`src/rtl/regfile_pkg.sv`:
```
// regfile_pkg: shared state encoding and default sizing for the multiport register file
package regfile_pkg;
    typedef enum logic {
        ST_IDLE  = 1'b0,
        ST_CLEAR = 1'b1
    } state_t;
    localparam int DEF_WIDTH = 32;
    localparam int DEF_DEPTH = 32;
    localparam int DEF_NREAD = 2;
endpackage

```
`src/rtl/regfile_clear_fsm.sv`:
```
// regfile_clear_fsm: bulk-clear sequencer (IDLE/CLEAR), walks ptr 1..DEPTH-1 and flags writes dropped while busy
// Ports: Clk, Reset_n (async active-low), ClearReq, RegWrite in; Busy, ClearEn, ClearAddr, WriteDropped out
module regfile_clear_fsm
    import regfile_pkg::*;
#(
    parameter int DEPTH = DEF_DEPTH,
    localparam int AW = $clog2(DEPTH)
) (
    input  logic          Clk,
    input  logic          Reset_n,
    input  logic          ClearReq,
    input  logic          RegWrite,
    output logic          Busy,
    output logic          ClearEn,
    output logic [AW-1:0] ClearAddr,
    output logic          WriteDropped
);
    state_t        r_state, w_state_nxt;
    logic [AW-1:0] r_ptr, w_ptr_nxt;
    logic          r_dropped;

    always_ff @(posedge Clk or negedge Reset_n) begin
        if (!Reset_n) begin
            r_state   <= ST_IDLE;
            r_ptr     <= '0;
            r_dropped <= 1'b0;
        end else begin
            r_state   <= w_state_nxt;
            r_ptr     <= w_ptr_nxt;
            r_dropped <= RegWrite && (r_state == ST_CLEAR);
        end
    end

    // Entry 0 is hardwired to zero, so the sweep starts at 1 and ends on the last entry
    always_comb begin
        w_state_nxt = r_state;
        w_ptr_nxt   = r_ptr;
        if (r_state == ST_IDLE && ClearReq) begin
            w_state_nxt = ST_CLEAR;
            w_ptr_nxt   = AW'(1);
        end else if (r_state == ST_CLEAR) begin
            w_ptr_nxt   = r_ptr + AW'(1);
            w_state_nxt = (r_ptr == AW'(DEPTH - 1)) ? ST_IDLE : ST_CLEAR;
        end
    end

    assign Busy         = (r_state == ST_CLEAR);
    assign ClearEn      = Busy;
    assign ClearAddr    = r_ptr;
    assign WriteDropped = r_dropped;
endmodule

```
`src/rtl/regfile_multiport.sv`:
```
// regfile_multiport: WIDTH x DEPTH register file, NREAD combinational read ports, reg 0 reads zero, hardware bulk clear
// Ports: Clk, Reset_n (async active-low), RegWrite/WriteRegister/WriteData write port, ReadRegister/ReadData packed
//        read ports, ClearReq starts a clear, Busy while clearing, WriteDropped pulses after a write rejected while Busy.
// Optional: REGFILE_BYPASS_EN forwards same-cycle write data to matching read ports.
module regfile_multiport
    import regfile_pkg::*;
#(
    parameter int WIDTH = DEF_WIDTH,
    parameter int DEPTH = DEF_DEPTH,
    parameter int NREAD = DEF_NREAD,
    localparam int AW = $clog2(DEPTH)
) (
    input  logic                   Clk,
    input  logic                   Reset_n,
    input  logic                   RegWrite,
    input  logic [AW-1:0]          WriteRegister,
    input  logic [WIDTH-1:0]       WriteData,
    input  logic [NREAD*AW-1:0]    ReadRegister,
    output logic [NREAD*WIDTH-1:0] ReadData,
    input  logic                   ClearReq,
    output logic                   Busy,
    output logic                   WriteDropped
);
    logic [WIDTH-1:0] r_mem [DEPTH];
    logic             w_clr_en;
    logic [AW-1:0]    w_clr_addr;
    logic             w_we;

    regfile_clear_fsm #(.DEPTH(DEPTH)) u_clear_fsm (
        .Clk          (Clk),
        .Reset_n      (Reset_n),
        .ClearReq     (ClearReq),
        .RegWrite     (RegWrite),
        .Busy         (Busy),
        .ClearEn      (w_clr_en),
        .ClearAddr    (w_clr_addr),
        .WriteDropped (WriteDropped)
    );

    assign w_we = RegWrite && !Busy && (WriteRegister != '0);

    // Clear and write never coincide: a write is only accepted while not Busy
    always_ff @(posedge Clk or negedge Reset_n) begin
        if (!Reset_n) begin
            r_mem <= '{default: '0};
        end else if (w_clr_en) begin
            r_mem[w_clr_addr] <= '0;
        end else if (w_we) begin
            r_mem[WriteRegister] <= WriteData;
        end
    end

    for (genvar k = 0; k < NREAD; k++) begin : g_rd
        logic [AW-1:0]    w_raddr;
        logic [WIDTH-1:0] w_rdata;
        assign w_raddr = ReadRegister[k*AW +: AW];
        assign w_rdata = (w_raddr == '0) ? '0 : r_mem[w_raddr];
`ifdef REGFILE_BYPASS_EN
        // w_we already excludes address 0 and the clear window
        assign ReadData[k*WIDTH +: WIDTH] = (w_we && w_raddr == WriteRegister) ? WriteData : w_rdata;
`else
        assign ReadData[k*WIDTH +: WIDTH] = w_rdata;
`endif
    end
endmodule

```
`config.mk`:
```
export PLATFORM = sky130hd
export DESIGN_NAME = regfile_multiport
export DESIGN_NICKNAME = d
export VERILOG_FILES = /design/src/rtl/regfile_pkg.sv /design/src/rtl/regfile_clear_fsm.sv /design/src/rtl/regfile_multiport.sv
export SDC_FILE = /design/constraint.sdc
export NUM_CORES = 2
export LEC_CHECK = 0
export ABC_CLOCK_PERIOD_IN_PS = 5050
export CAP_MARGIN = 10
export CORE_MARGIN = 3
export CORE_UTILIZATION = 29
export DETAILED_ROUTE_END_ITERATION = 12
export PLACE_DENSITY = 0.44
export SYNTH_ARGS = -nofsm -noshare
export SYNTH_HDL_FRONTEND = slang
export SYNTH_SLANG_ARGS = --single-unit
export TNS_END_PERCENT = 5
```
`constraint.sdc`:
```
create_clock -name Clk -period 5.05 [get_ports Clk]
set_input_delay 1.2625 -clock Clk [delete_from_list [all_inputs] [get_ports Clk]]
set_output_delay 1.2625 -clock Clk [all_outputs]
set_load 0.05 [all_outputs]
```
==> results.json <==
{
  "critPathCaptureType": "output pin",
  "path_cells": "buf_6 -> buf_12 -> buf_4 -> mux4_2 -> nor2b_1 -> a211oi_1 -> a311oi_1 -> buf_12",
  "ant_nets": 0,
  "antenna_found_initial": 5,
  "ys_top_cells_by_area": "dfrtp_1 (49%), mux4_2 (19%), a22o_1 (17%)",
  "cts_htree_levels": 3,
  "core_area_um2": 179600,
  "area.sequential_um2": 25800,
  "grt.total_usage_pct": 25.73,
  "initialDrtViolationCount": 4724,
  "core.rowCount": 155,
  "synth_top_family_by_area": "multiplexers",
  "numCtsBuffers": 119,
  "die_height_um": 432.2,
  "finish.instance_area_um2": 64280,
  "vias": 40858,
  "worstMarginPinSlew_ns": 1.024,
  "synth_cell_type_count": 39,
  "clockRootBuffer": "clkbuf_16",
  "max_cap_viol_count": 0,
  "sw_frac_of_total_pct": 31.51,
  "drc": 0,
  "place_ws_ns": -0.2287,
  "via_per_inst": 6.374,
  "grt_pass1_vias": 41474,
  "synth_edf_count": 0,
  "clock-sinks": 1031,
  "drt-total-wl_um": 243600,
  "setup.worst_path.class": "input port to output pin",
  "crit_top_cell": "buf_12",
  "ir_drop_mv": 0.2953,
  "violations": "setup timing",
  "cts_tree": "yes",
  "layout_min_cycle_time_ns": 5.058,
  "ios": 117,
  "syn_area_per_cell_um2": 13.90,
  "seq_power_share_pct": 40.7,
  "clkPwrFrac_pct": 38.5,
  "multi_input_area_um2": 25550,
  "p_int_w": 0.01620,
  "netlist_instances": 3791,
  "worst_slack_ns": -0.007762,
  "synthFlopType": "dfrtp_1",
  "cp-start-kind": "input port",
  "finalSetupViolCount": 1,
  "initial_utilization_pct": 29.34,
  "portBuffers": 116,
  "skew_ns": 0.02270,
  "clkTransAtPathRegs_ns": 0.06,
  "outcome": "complete, but fails checks",
  "dieArea_um2": 186800,
  "die_w_um": 432.2,
  "clock.fmax_ghz": 0.1977,
  "grt_pass1_wl_um": 342400,
  "yosys_warnings": 0,
  "post_dp_cell_area_um2": 60220,
  "most-common-layout-cells": "dfrtp_1 (1031), a22o_1 (995), mux4_2 (448)",
  "first_pass_iters": 5,
  "grt_overflow_total": 0,
  "cp_slowest_cell": "a211oi_1",
  "switchingPower_w": 0.007452,
  "place.gp.congestion": 0.8323,
  "synth_top_cell_area_share_pct": 48.97,
  "postCtsSetupBuffers": 0,
  "syn_nets": 3847,
  "clk_latency_ns": 0.77,
  "p_total_w": 0.02365,
  "arrival_ns": 3.80,
  "drive_gt1_share_pct": 32.06,
  "critPathMaxStageDelay_ns": 0.62,
  "hold_viol": 0,
  "grt_max_degree": 135,
  "ys_seq_area_share_pct": 48.97,
  "final.period_utilization_pct": 100.2,
  "clk_path_buf_depth": 3,
  "wl_per_cell_um": 38.01,
  "fillers": 17147,
  "leakagePower_nw": 27.90,
  "critPathMaxFanout": 16,
  "drv_slew": 0,
  "async_flop_share_pct": 100.0,
  "rsz0062_at_grt": "no",
  "synthXorXnorAreaFrac_pct": 0.03325,
  "synth_mux_area_share_pct": 22.97,
  "cp_data_required_time_ns": 3.79,
  "powerDensity_nw_per_um2": 367.9,
  "netlist_area_um2": 52690,
  "ys_seq_elements": 1031,
  "slew_headroom_pct": 31.30,
  "hold_path_class": "flop to flop",
  "dp_hpwl_um": 147900,
  "combPwrFrac_pct": 20.8,
  "area_delta_synth_final_pct": 22.01,
  "synthAdderAreaFrac_pct": 0.1187,
  "synth_top_area_cell": "dfrtp_1",
  "synth-simple-area-share_pct": 2.275,
  "synth_compound_area_share_pct": 21.86,
  "nNetsFinal": 4008,
  "layout_commonest_cell": "dfrtp_1"
}
-- cell families (layout without fill, tap and decap cells) --
kind of cell               count (synthesis)  after routing
DFF                                     1031           1031
and+or+nand+nor                          213            213
adders and majority gates                  5              5
muxes                                    641            641
other                                      0              3
buffers and inverters                    504            765
xor gates and xnor gates                   2              2
AOI/OAI and AO/OA                       1395           1395
-- per-layer routing --
metal	global-route usage [%]	vias to the layer above	routed length, um
li1	-	15795	-
met3	4.262	495	17440
met5	0	-	26
met4	11.92	4	12180
met1	35.02	22279	102000
met2	40.15	2285	112000
-- flip-flops by register name, summed over array words and instances, names as in the netlist --
| name | flops |
|---|---|
| u_clear_fsm.Busy | 1 |
| u_clear_fsm.ClearAddr | 5 |
| u_clear_fsm.WriteDropped | 1 |
| r_mem | 1024 |
-- cell usage after synthesis, types with 5 or more instances --
cell and instances:
a22o_1 995, mux2i_1 129, a21oi_1 32, buf_2 79, dfrtp_1 1031, nor2_1 37
a221oi_1 47, clkbuf_1 396, nor2b_1 68, a211oi_1 64, mux4_2 448, buf_1 24
o2111ai_1 17, and2_1 39, inv_1 5, o21ai_0 112, mux2_2 64, a22oi_1 64
ha_1 5, nand2_1 37, a311oi_1 64
-- power groups by stage --
stage	combinational, W	sequential, W	clock, W
floorplan	0.00255	0.00949	0
detailed placement	0.00489	0.00971	0
CTS	0.00490	0.00958	0.00923
global route	0.00510	0.00969	0.00957
global placement	0.00487	0.00972	0
finish	0.00492	0.00962	0.00911
-- worst max-delay path: cells and delay by family --
| family | cells | cell delay [ns] |
|---|---|---|
| buffers and inverters | 4 | 0.91 |
| AO/OA/AOI/OAI | 2 | 0.91 |
| multiplexers | 1 | 0.50 |
| AND/OR/NAND/NOR | 1 | 0.14 |
-- stage by stage --
step	TNS, ns	std cells	hold slack, ns	utilization, %
floorplan	0	3791	0.4666	-
global placement	-0.4440	6186	0.4907	33.53
detailed placement	-0.3771	6186	0.4937	33.53
CTS	0	6407	0.5124	35.79
global route	0	6407	0.5273	35.79
finish	-0.007762	6410	0.5045	35.80
-- final timing paths --
| path | startpoint | to | slack, ns | depth (start not counted) |
|---|---|---|---|---|
| min in group asynchronous | Reset_n | r_mem[840]$_DFFE_PN0P_ | 0.53 | 1 |
| worst min-delay path | r_mem[1005]$_DFFE_PN0P_ | r_mem[1005]$_DFFE_PN0P_ | 0.50 | 1 |
| worst max register to register | u_clear_fsm.Busy$_DFF_PN0_ | r_mem[940]$_DFFE_PN0P_ | 2.18 | 4 |
| worst min register to register | r_mem[1005]$_DFFE_PN0P_ | r_mem[1005]$_DFFE_PN0P_ | 0.50 | 1 |
| worst max-delay path | ReadRegister[0] | ReadData[20] | -0.008 | 8 |
| max in group asynchronous | Reset_n | r_mem[81]$_DFFE_PN0P_ | 3.24 | 2 |
-- layout make-up --
| cell class | instances | share of cell area, % |
|---|---|---|
| Tap cell | 2355 | 4.584 |
| Timing Repair Buffer | 539 | 9.195 |
| Clock inverter | 58 | 0.9985 |
| Sequential cell | 1031 | 40.13 |
| Multi-Input combinational cell | 2256 | 39.75 |
| Clock buffer | 163 | 5.296 |
| Antenna cell | 3 | 0.01168 |
| Inverter | 5 | 0.03503 |
-- what timing repair did --
action	CTS	global route
gates resized for setup	3	1
hold buffers	0	0
cloned	0	0
setup endpoints to repair	3	1
No activity file was read; power rests on OpenSTA's default activity.
